===== src/rtl/varint_decode_fsm.sv =====
// LEB128 varint decoder: pops bytes from the byte FIFO, rebuilds 32-bit
// words LSB group first, and pushes word, length and error flag.
module varint_decode_fsm #(
  parameter int MAX_BYTES = 5
) (
  input  logic        clk,
  input  logic        reset,
  input  logic        byte_fifo_empty,
  output logic        byte_fifo_pop,
  input  logic [7:0]  byte_data_in,
  input  logic        word_fifo_full,
  output logic        word_fifo_push,
  output logic [31:0] word_data_out,
  output logic [2:0]  word_len_out,
  output logic        decode_error
);

  typedef enum logic [3:0] {
    INIT  = 4'b0001,
    FETCH = 4'b0010,
    EMIT  = 4'b0100,
    DRAIN = 4'b1000
  } state_e;

  state_e      state_q, state_d;
  logic [31:0] acc_q, acc_d;
  logic [2:0]  idx_q, idx_d;
  logic [2:0]  len_q, len_d;
  logic        err_q, err_d;
  logic        ovl_q, ovl_d;

  logic        last_idx;
  logic [5:0]  shamt;
  logic [31:0] grp;

  assign last_idx = (idx_q == 3'(MAX_BYTES - 1));
  assign shamt    = 6'(idx_q) * 6'd7;
  // Group bits shifted past bit 31 fall off here.
  assign grp      = {25'd0, byte_data_in[6:0]} << shamt;

  always_comb begin
    state_d        = state_q;
    acc_d          = acc_q;
    idx_d          = idx_q;
    len_d          = len_q;
    err_d          = err_q;
    ovl_d          = ovl_q;
    byte_fifo_pop  = 1'b0;
    word_fifo_push = 1'b0;
    unique case (state_q)
      INIT: state_d = FETCH;
      FETCH: begin
        if (!byte_fifo_empty) begin
          byte_fifo_pop = 1'b1;
          acc_d = acc_q | grp;
          if (last_idx && (byte_data_in[6:4] != 3'd0))
            err_d = 1'b1;
          if (!byte_data_in[7]) begin
            len_d   = idx_q + 3'd1;
            state_d = EMIT;
          end else if (!last_idx) begin
            idx_d = idx_q + 3'd1;
          end else begin
            err_d   = 1'b1;
            ovl_d   = 1'b1;
            len_d   = idx_q + 3'd1;
            state_d = EMIT;
          end
        end
      end
      EMIT: begin
        if (!word_fifo_full) begin
          word_fifo_push = 1'b1;
          acc_d   = '0;
          idx_d   = '0;
          len_d   = '0;
          err_d   = 1'b0;
          ovl_d   = 1'b0;
          state_d = ovl_q ? DRAIN : FETCH;
        end
      end
      DRAIN: begin
        if (!byte_fifo_empty) begin
          byte_fifo_pop = 1'b1;
          if (!byte_data_in[7])
            state_d = FETCH;
        end
      end
      default: state_d = INIT;
    endcase
  end

  always_ff @(posedge clk) begin
    if (reset) begin
      state_q <= INIT;
      acc_q   <= '0;
      idx_q   <= '0;
      len_q   <= '0;
      err_q   <= 1'b0;
      ovl_q   <= 1'b0;
    end else begin
      state_q <= state_d;
      acc_q   <= acc_d;
      idx_q   <= idx_d;
      len_q   <= len_d;
      err_q   <= err_d;
      ovl_q   <= ovl_d;
    end
  end

  assign word_data_out = acc_q;
  assign word_len_out  = len_q;
  assign decode_error  = err_q;

endmodule


===== config.mk =====
export PLATFORM = sky130hd
export DESIGN_NAME = varint_decode_fsm
export DESIGN_NICKNAME = d
export VERILOG_FILES = /design/src/rtl/varint_decode_fsm.sv
export SDC_FILE = /design/constraint.sdc
export NUM_CORES = 1
export LEC_CHECK = 0
export CORE_MARGIN = 2
export CORE_UTILIZATION = 35
export DETAILED_ROUTE_END_ITERATION = 10
export GPL_TIMING_DRIVEN = 1
export MAX_ROUTING_LAYER = met4
export SETUP_SLACK_MARGIN = 0.2
export SLEW_MARGIN = 20
export SYNTH_ARGS = -nofsm -noshare
export SYNTH_HDL_FRONTEND = slang
export SYNTH_SLANG_ARGS = --single-unit

===== constraint.sdc =====
create_clock -name clk -period 2.1 [get_ports clk]
set_input_delay 0.42 -clock clk [delete_from_list [all_inputs] [get_ports clk]]
set_output_delay 0.42 -clock clk [all_outputs]
set_load 0.1 [all_outputs]

==> flow_summary_export.csv, run 1 <==
group,metric,value,unit
timing,whs,0.4680,ns
synthesis,synthesis.nets,207,
worst_setup_path,crit_arrival,1.52,ns
min_path,min_from,"word_len_out[2]",
global_route,grtUsageMet3,0.04953,
floorplan,die-width,75.28,um
detailed_routing,wl,4.796,mm
timing,clock_skew,0.008331,ns
worst_setup_path,r2r_start,"state_q[0]",
floorplan,start_util,0.3691,
timing,grt_setup_unrepaired,"yes",
global_route,grt_pass1_vias,1640,
synthesis,syn-cell-area,1778,um2
power,max-vdd-ir-drop,0.4056,mV
worst_setup_path,path_cells,"or4b_4, nor2_4, buf_12",
placed_design,pre_cts_ws,-0.07128,ns
clock_tree,cts_root_buffer,"clkbuf_8",
synthesis,netlist.area_leader.share,0.4954,
synthesis,synth_common_cells,"dfxtp_1, nor2_1, a21oi_1",
status,outcome,"completed",
min_path,hold_depth,2,
synthesis,yosysMostFrequentCell,"dfxtp_1",
final_layout,ff_latch_area,895.9,um2
timing,min_period_over_period,0.9255,
final_layout,n_antenna_cell,0,
synthesis,synthArstFlopShare,0,
synthesis,ys_seq_area_frac,0.4954,
detailed_routing,initialDrtViolationCount,111,
floorplan,rows,25,
clock_tree,clk_pin_slew,0.08,ns
timing,min_period,1.943,ns
final_layout,drive_gt1_frac,0.3545,
final_layout,fill_cells,456,
min_path,hold_end,"word_len_out[2]",
worst_setup_path,cpMaxStageDelayCell,"or4b_4",
clock_tree,clk_path_buf_depth,2,
clock_tree,cts_sinks,44,
placed_design,port_buffers,49,
global_route,grt_max_degree,29,
detailed_routing,dr_total_vias,1697,
synthesis,yosys_most_used_dff,"dfxtp_1",
timing,fmax,514.5,MHz
floorplan,die_h,75.28,um
clock_tree,htreeDepth,2,
clock_tree,numCtsBuffers,5,
global_route,overflow,0,
job,maxCapViolCount,0,
detailed_routing,viasPerCell,5.066,
final_layout,area_delta_synth_final,50.60,%
final_layout,fin_nets,281,
global_route,grt.met1_usage,0.2671,
clock_tree,hold_buffers,0,
worst_setup_path,r2r_cells,7,
timing,slew_headroom,0.7205,
worst_setup_path,critPathCaptureType,"primary output",
floorplan,io_pins,50,
clock_tree,cts_tree,"yes",
synthesis,syn_area_per_cell,9.212,um2
worst_setup_path,r2r-end,"idx_q[1]",
floorplan,die_area,5666,um2
detailed_routing,routedWlPerCell,14.32,um
global_route,antenna_found_initial,0,
placed_design,dpl.hpwl,3.357,mm
global_route,grt_util_met2,0.2719,
power,p_per_area,849.6,nW/um2
global_route,grt_pass1_wl,7.928,mm
synthesis,synth_top_cell_by_area,"dfxtp_1",
floorplan,core_area,4817,um2
worst_setup_path,critPathRequiredTime,1.68,ns
timing,tightest_slew,0.4134,ns
synthesis,syn_inst,193,
worst_setup_path,r2r_setup_slack,0.29,ns
worst_setup_path,critPathMaxFanout,2,
timing,slew_viol_final,0,
placed_design,gp_congestion,0.7904,
detailed_routing,postRouteAntennaNets,0,
min_path,hold_class,"register to register",
synthesis,synth_edf_count,0,
detailed_routing,remaining_drc_errors,0,
timing,hold_viol_final,0,
timing,setup_ws,0.1565,ns
worst_setup_path,critPathKind,"register to primary output",
global_route,grt-busiest-layer,"met2",
global_route,grt_usage,0.1921,
synthesis,synth-seq-cells,44,
worst_setup_path,crit_path_start_kind,"register",
synthesis,yosys-top-cells-area,"dfxtp_1, nor2_1, a21oi_1",
worst_setup_path,critPathMaxStageDelay,0.56,ns
detailed_routing,firstDrtPassIters,4,
final_layout,multiInputGateArea,908.4,um2
power,power,2275,uW
synthesis,yosys.cell_types.count,38,
timing,finalSetupViolations,0,
clock_tree,clk_latency,0.29,ns
power,p_leak,0.001100,uW
synthesis,yosysWarnings,0,
per-stage QoR:
stage,setup TNS [ns],instances,area (um2),util
floorplan,0,193,1858,-
global placement,-0.5596,319,2469,0.5125
detailed placement,-0.4856,319,2469,0.5125
CTS,0,335,2655,0.5512
global route,0,335,2678,0.5558
finish,0,335,2678,0.5558
sequential cells by signal (all words and copies together), names as in the netlist:
register and count:
word_data_out 32, state_q 4, idx_q 3, word_len_out 3, decode_error 1, ovl_q 1
kinds of logic after synthesis:
kind of cell    after synthesis  share of synthesized area
compound gates               57                     0.2189
xor+xnor                      3                    0.01478
fa+ha+maj                     2                    0.01407
buf+inv                      14                    0.03590
flops                        44                     0.4954
mux                           4                    0.02252
simple gates                 69                     0.1985
how the worst max path moves through the flow:
stage,start,to,slack (ns),cells past startpoint
6_report,state_q[0],word_fifo_push,0.16,3
5_1_grt,state_q[2],word_fifo_push,0.1,3
2_1_floorplan,state_q[3],byte_fifo_pop,0.12,3
3_5_place_dp,byte_fifo_empty,word_len_out[2],-0.07,5
3_3_place_gp,byte_fifo_empty,word_len_out[2],-0.08,5
4_1_cts,state_q[0],word_fifo_push,0.15,3
critical path: cells and delay by family (launching register included):
family / cells / cell delay (ns)
buf+inv: 1 / 0.18
flops: 1 / 0.35
simple gates: 2 / 0.69
where the power goes:
part           total (uW)  internal [uW]  switching [uW]
Combinational         722            306             416
Clock                 632            353             279
Sequential            921            886            34.8
Total                2270           1550             730
layout make-up:
cell class                      instances  share of cell area
Clock buffer                            6             0.02710
Tap cell                               67             0.03131
Inverter                                2            0.002804
Timing Repair Buffer                   79              0.2519
Multi-Input combinational cell        135              0.3393
Clock inverter                          2             0.01308
Sequential cell                        44              0.3346
routing by layer:
metal	vias to the layer above	routed length (um)
met1	798	2316
li1	842	-
met5	-	0
met3	10	257
met2	47	2131
met4	0	91
repair_timing:
action                                 4_1_cts  5_1_grt
resized for setup                            9        6
endpoints found under the hold margin        0        0
buffers inserted                             8        0
pin swaps                                    3        3
setup endpoints to repair                    2       16
cells in the final DEF (no fill, tap or decap), types with 3 or more instances in the layout:
master            n
a21oi_1          20
nand2_1           7
dfxtp_4           4
clkbuf_8          5
buf_6             4
nor2_1           37
clkdlybuf4s50_1   9
buf_4            61
mux2i_1           4
dfxtp_1          40
o21ai_0           8
a41oi_1           7
a22o_1            4
buf_12            3
a31oi_1           7
No activity file was read; power rests on OpenSTA's default activity.
==> run 2, diff against run 1 <==
- MAX_ROUTING_LAYER: met4 -> unset
==> flow_summary_export.csv, run 2 (synthesized netlist as in run 1, its figures left out) <==
group,metric,value,unit
status,outcome,"completed",
placed_design,gp_congestion,0.7797,
min_path,hold_class,"register to register",
power,power,2274,uW
floorplan,start_util,0.3691,
detailed_routing,wl_met1,2.295,mm
timing,min_period_over_period,0.9248,
worst_setup_path,critPathMaxFanout,2,
detailed_routing,dr_total_vias,1687,
timing,whs,0.4680,ns
floorplan,die-width,75.28,um
final_layout,largest_register_ffs,32,
final_layout,final_common_cell,"buf_4",
clock_tree,cts_sinks,44,
power,max-vdd-ir-drop,0.4056,mV
final_layout,area_delta_synth_final,50.60,%
clock_tree,numCtsBuffers,5,
timing,hold_viol_final,0,
worst_setup_path,r2r_start,"state_q[0]",
power,internal_power,1545,uW
worst_setup_path,crit_path_start_kind,"register",
detailed_routing,routedWlPerCell,14.32,um
detailed_routing,postRouteAntennaNets,0,
clock_tree,cts_root_buffer,"clkbuf_8",
power,p_clk_frac,0.278,
global_route,grt_max_degree,29,
power,p_per_area,849.3,nW/um2
worst_setup_path,crit_start,"state_q[0]",
detailed_routing,viasPerCell,5.036,
timing,tightest_slew,0.4134,ns
power,comb_power_share,0.317,
floorplan,rows,25,
detailed_routing,firstDrtPassIters,4,
final_layout,post-route-cell-area,2678,um2
global_route,grt_pass1_wl,7.935,mm
timing,min_period,1.942,ns
worst_setup_path,critPathKind,"register to primary output",
timing,grt_setup_unrepaired,"yes",
power,power.switching,728.9,uW
timing,clock_skew,0.008166,ns
worst_setup_path,r2r_setup_slack,0.29,ns
worst_setup_path,crit_end,"word_fifo_push",
final_layout,n_antenna_cell,0,
final_layout,final_cells,335,
timing,fmax,514.9,MHz
final_layout,drive_gt1_frac,0.3545,
worst_setup_path,r2r_cells,7,
clock_tree,htreeDepth,2,
placed_design,dpl.hpwl,3.357,mm
clock_tree,clk_latency,0.29,ns
global_route,grt_pass1_vias,1642,
global_route,grt_usage,0.1863,
detailed_routing,remaining_drc_errors,0,
floorplan,die_h,75.28,um
detailed_routing,initialDrtViolationCount,124,
clock_tree,cts_tree,"yes",
final_layout,final_cell_mix,"buf_4, dfxtp_1, nor2_1, a21oi_1, clkdlybuf4s50_1",
floorplan,core_area,4817,um2
worst_setup_path,crit_arrival,1.52,ns
final_layout,fill_cells,456,
global_route,antenna_found_initial,0,
final_layout,fin_util,0.5558,
worst_setup_path,critPathRequiredTime,1.68,ns
placed_design,placed_area,2469,um2
floorplan,io_pins,50,
power,p_leak,0.001100,uW
floorplan,die_area,5666,um2
clock_tree,clk_pin_slew,0.08,ns
power,seq_power_share,0.405,
detailed_routing,met2_length,2.122,mm
detailed_routing,route.met3.wl,288,um
timing,slew_headroom,0.7205,
detailed_routing,wl,4.798,mm
global_route,overflow,0,
power,swShare,0.3205,
clock_tree,clk_path_buf_depth,2,
placed_design,dp.cells,319,
detailed_routing,highest_layer,"met4",
worst_setup_path,critPathCaptureType,"primary output",
timing,slew_viol_final,0,
job,maxCapViolCount,0,
placed_design,port_buffers,49,
timing,finalSetupViolations,0,
final_layout,fin_nets,281,
worst_setup_path,r2r-end,"idx_q[1]",
==> run 2: cell counts in the layout (fill, tap and decap cells not counted) <==
Identical to the previous run, type by type.
==> run 2: timing repair <==
action / 4_1_cts / 5_1_grt
buffers inserted: 8 / 0
endpoints found under the setup margin: 2 / 16
cloned: 0 / 0
hold buffers: 0 / 0
pin swaps: 3 / 3
gates resized for setup: 9 / 6
==> run 2: layout make-up <==
type                       count  area (um2)  area share
tap                           67       83.83     0.03131
inverter                       2       7.507    0.002804
sequential                    44       895.9      0.3346
clock buffer                   6       72.57     0.02710
multi-input combinational    135       908.4      0.3393
clock inverter                 2       35.03     0.01308
timing repair buffer          79       674.4      0.2519
==> run 2: how the worst min path moves through the flow <==
stage / end / start / cells past startpoint
finish: word_len_out[2] / word_len_out[2] / 2
global route: decode_error / decode_error / 1
CTS: word_len_out[2] / word_len_out[2] / 2
detailed placement: word_len_out[2] / word_len_out[2] / 2
global placement: word_data_out[5] / word_data_out[5] / 2
floorplan: state_q[3] / ovl_q / 2
==> run 2: power by group through the flow <==
stage / Combinational (uW) / Clock [uW] / Sequential, uW
final: 722 / 631 / 921
after global placement: 613 / 0 / 974
after CTS: 718 / 650 / 919
after detailed placement: 617 / 0 / 975
after global routing: 784 / 684 / 928
after floorplan: 371 / 0 / 1030
==> run 2: layer usage <==
metal  vias up  GRT usage
li1        844          -
met1       786     0.2638
met2        47     0.2719
met3        10    0.05489
met4         0    0.06238
met5         -          0
==> run 2: critical path, cell delays in order, from the launching register on <==
cell and delay, ns:
dfxtp_4 0.35, or4b_4 0.56, nor2_4 0.13, buf_12 0.18
==> run 2: per-stage QoR <==
stage               setup TNS, ns  setup WS, ns
finish                          0        0.1580
global route                    0       0.09956
CTS                             0        0.1487
detailed placement        -0.4856      -0.07128
global placement          -0.5596      -0.08121
floorplan                       0        0.1155
==> run 3, diff against run 2 <==
- CTS_CLUSTER_SIZE: unset -> 8
==> results of run 3 <==
Same layout as run 2: the final DEF is identical, and so are final timing and power.
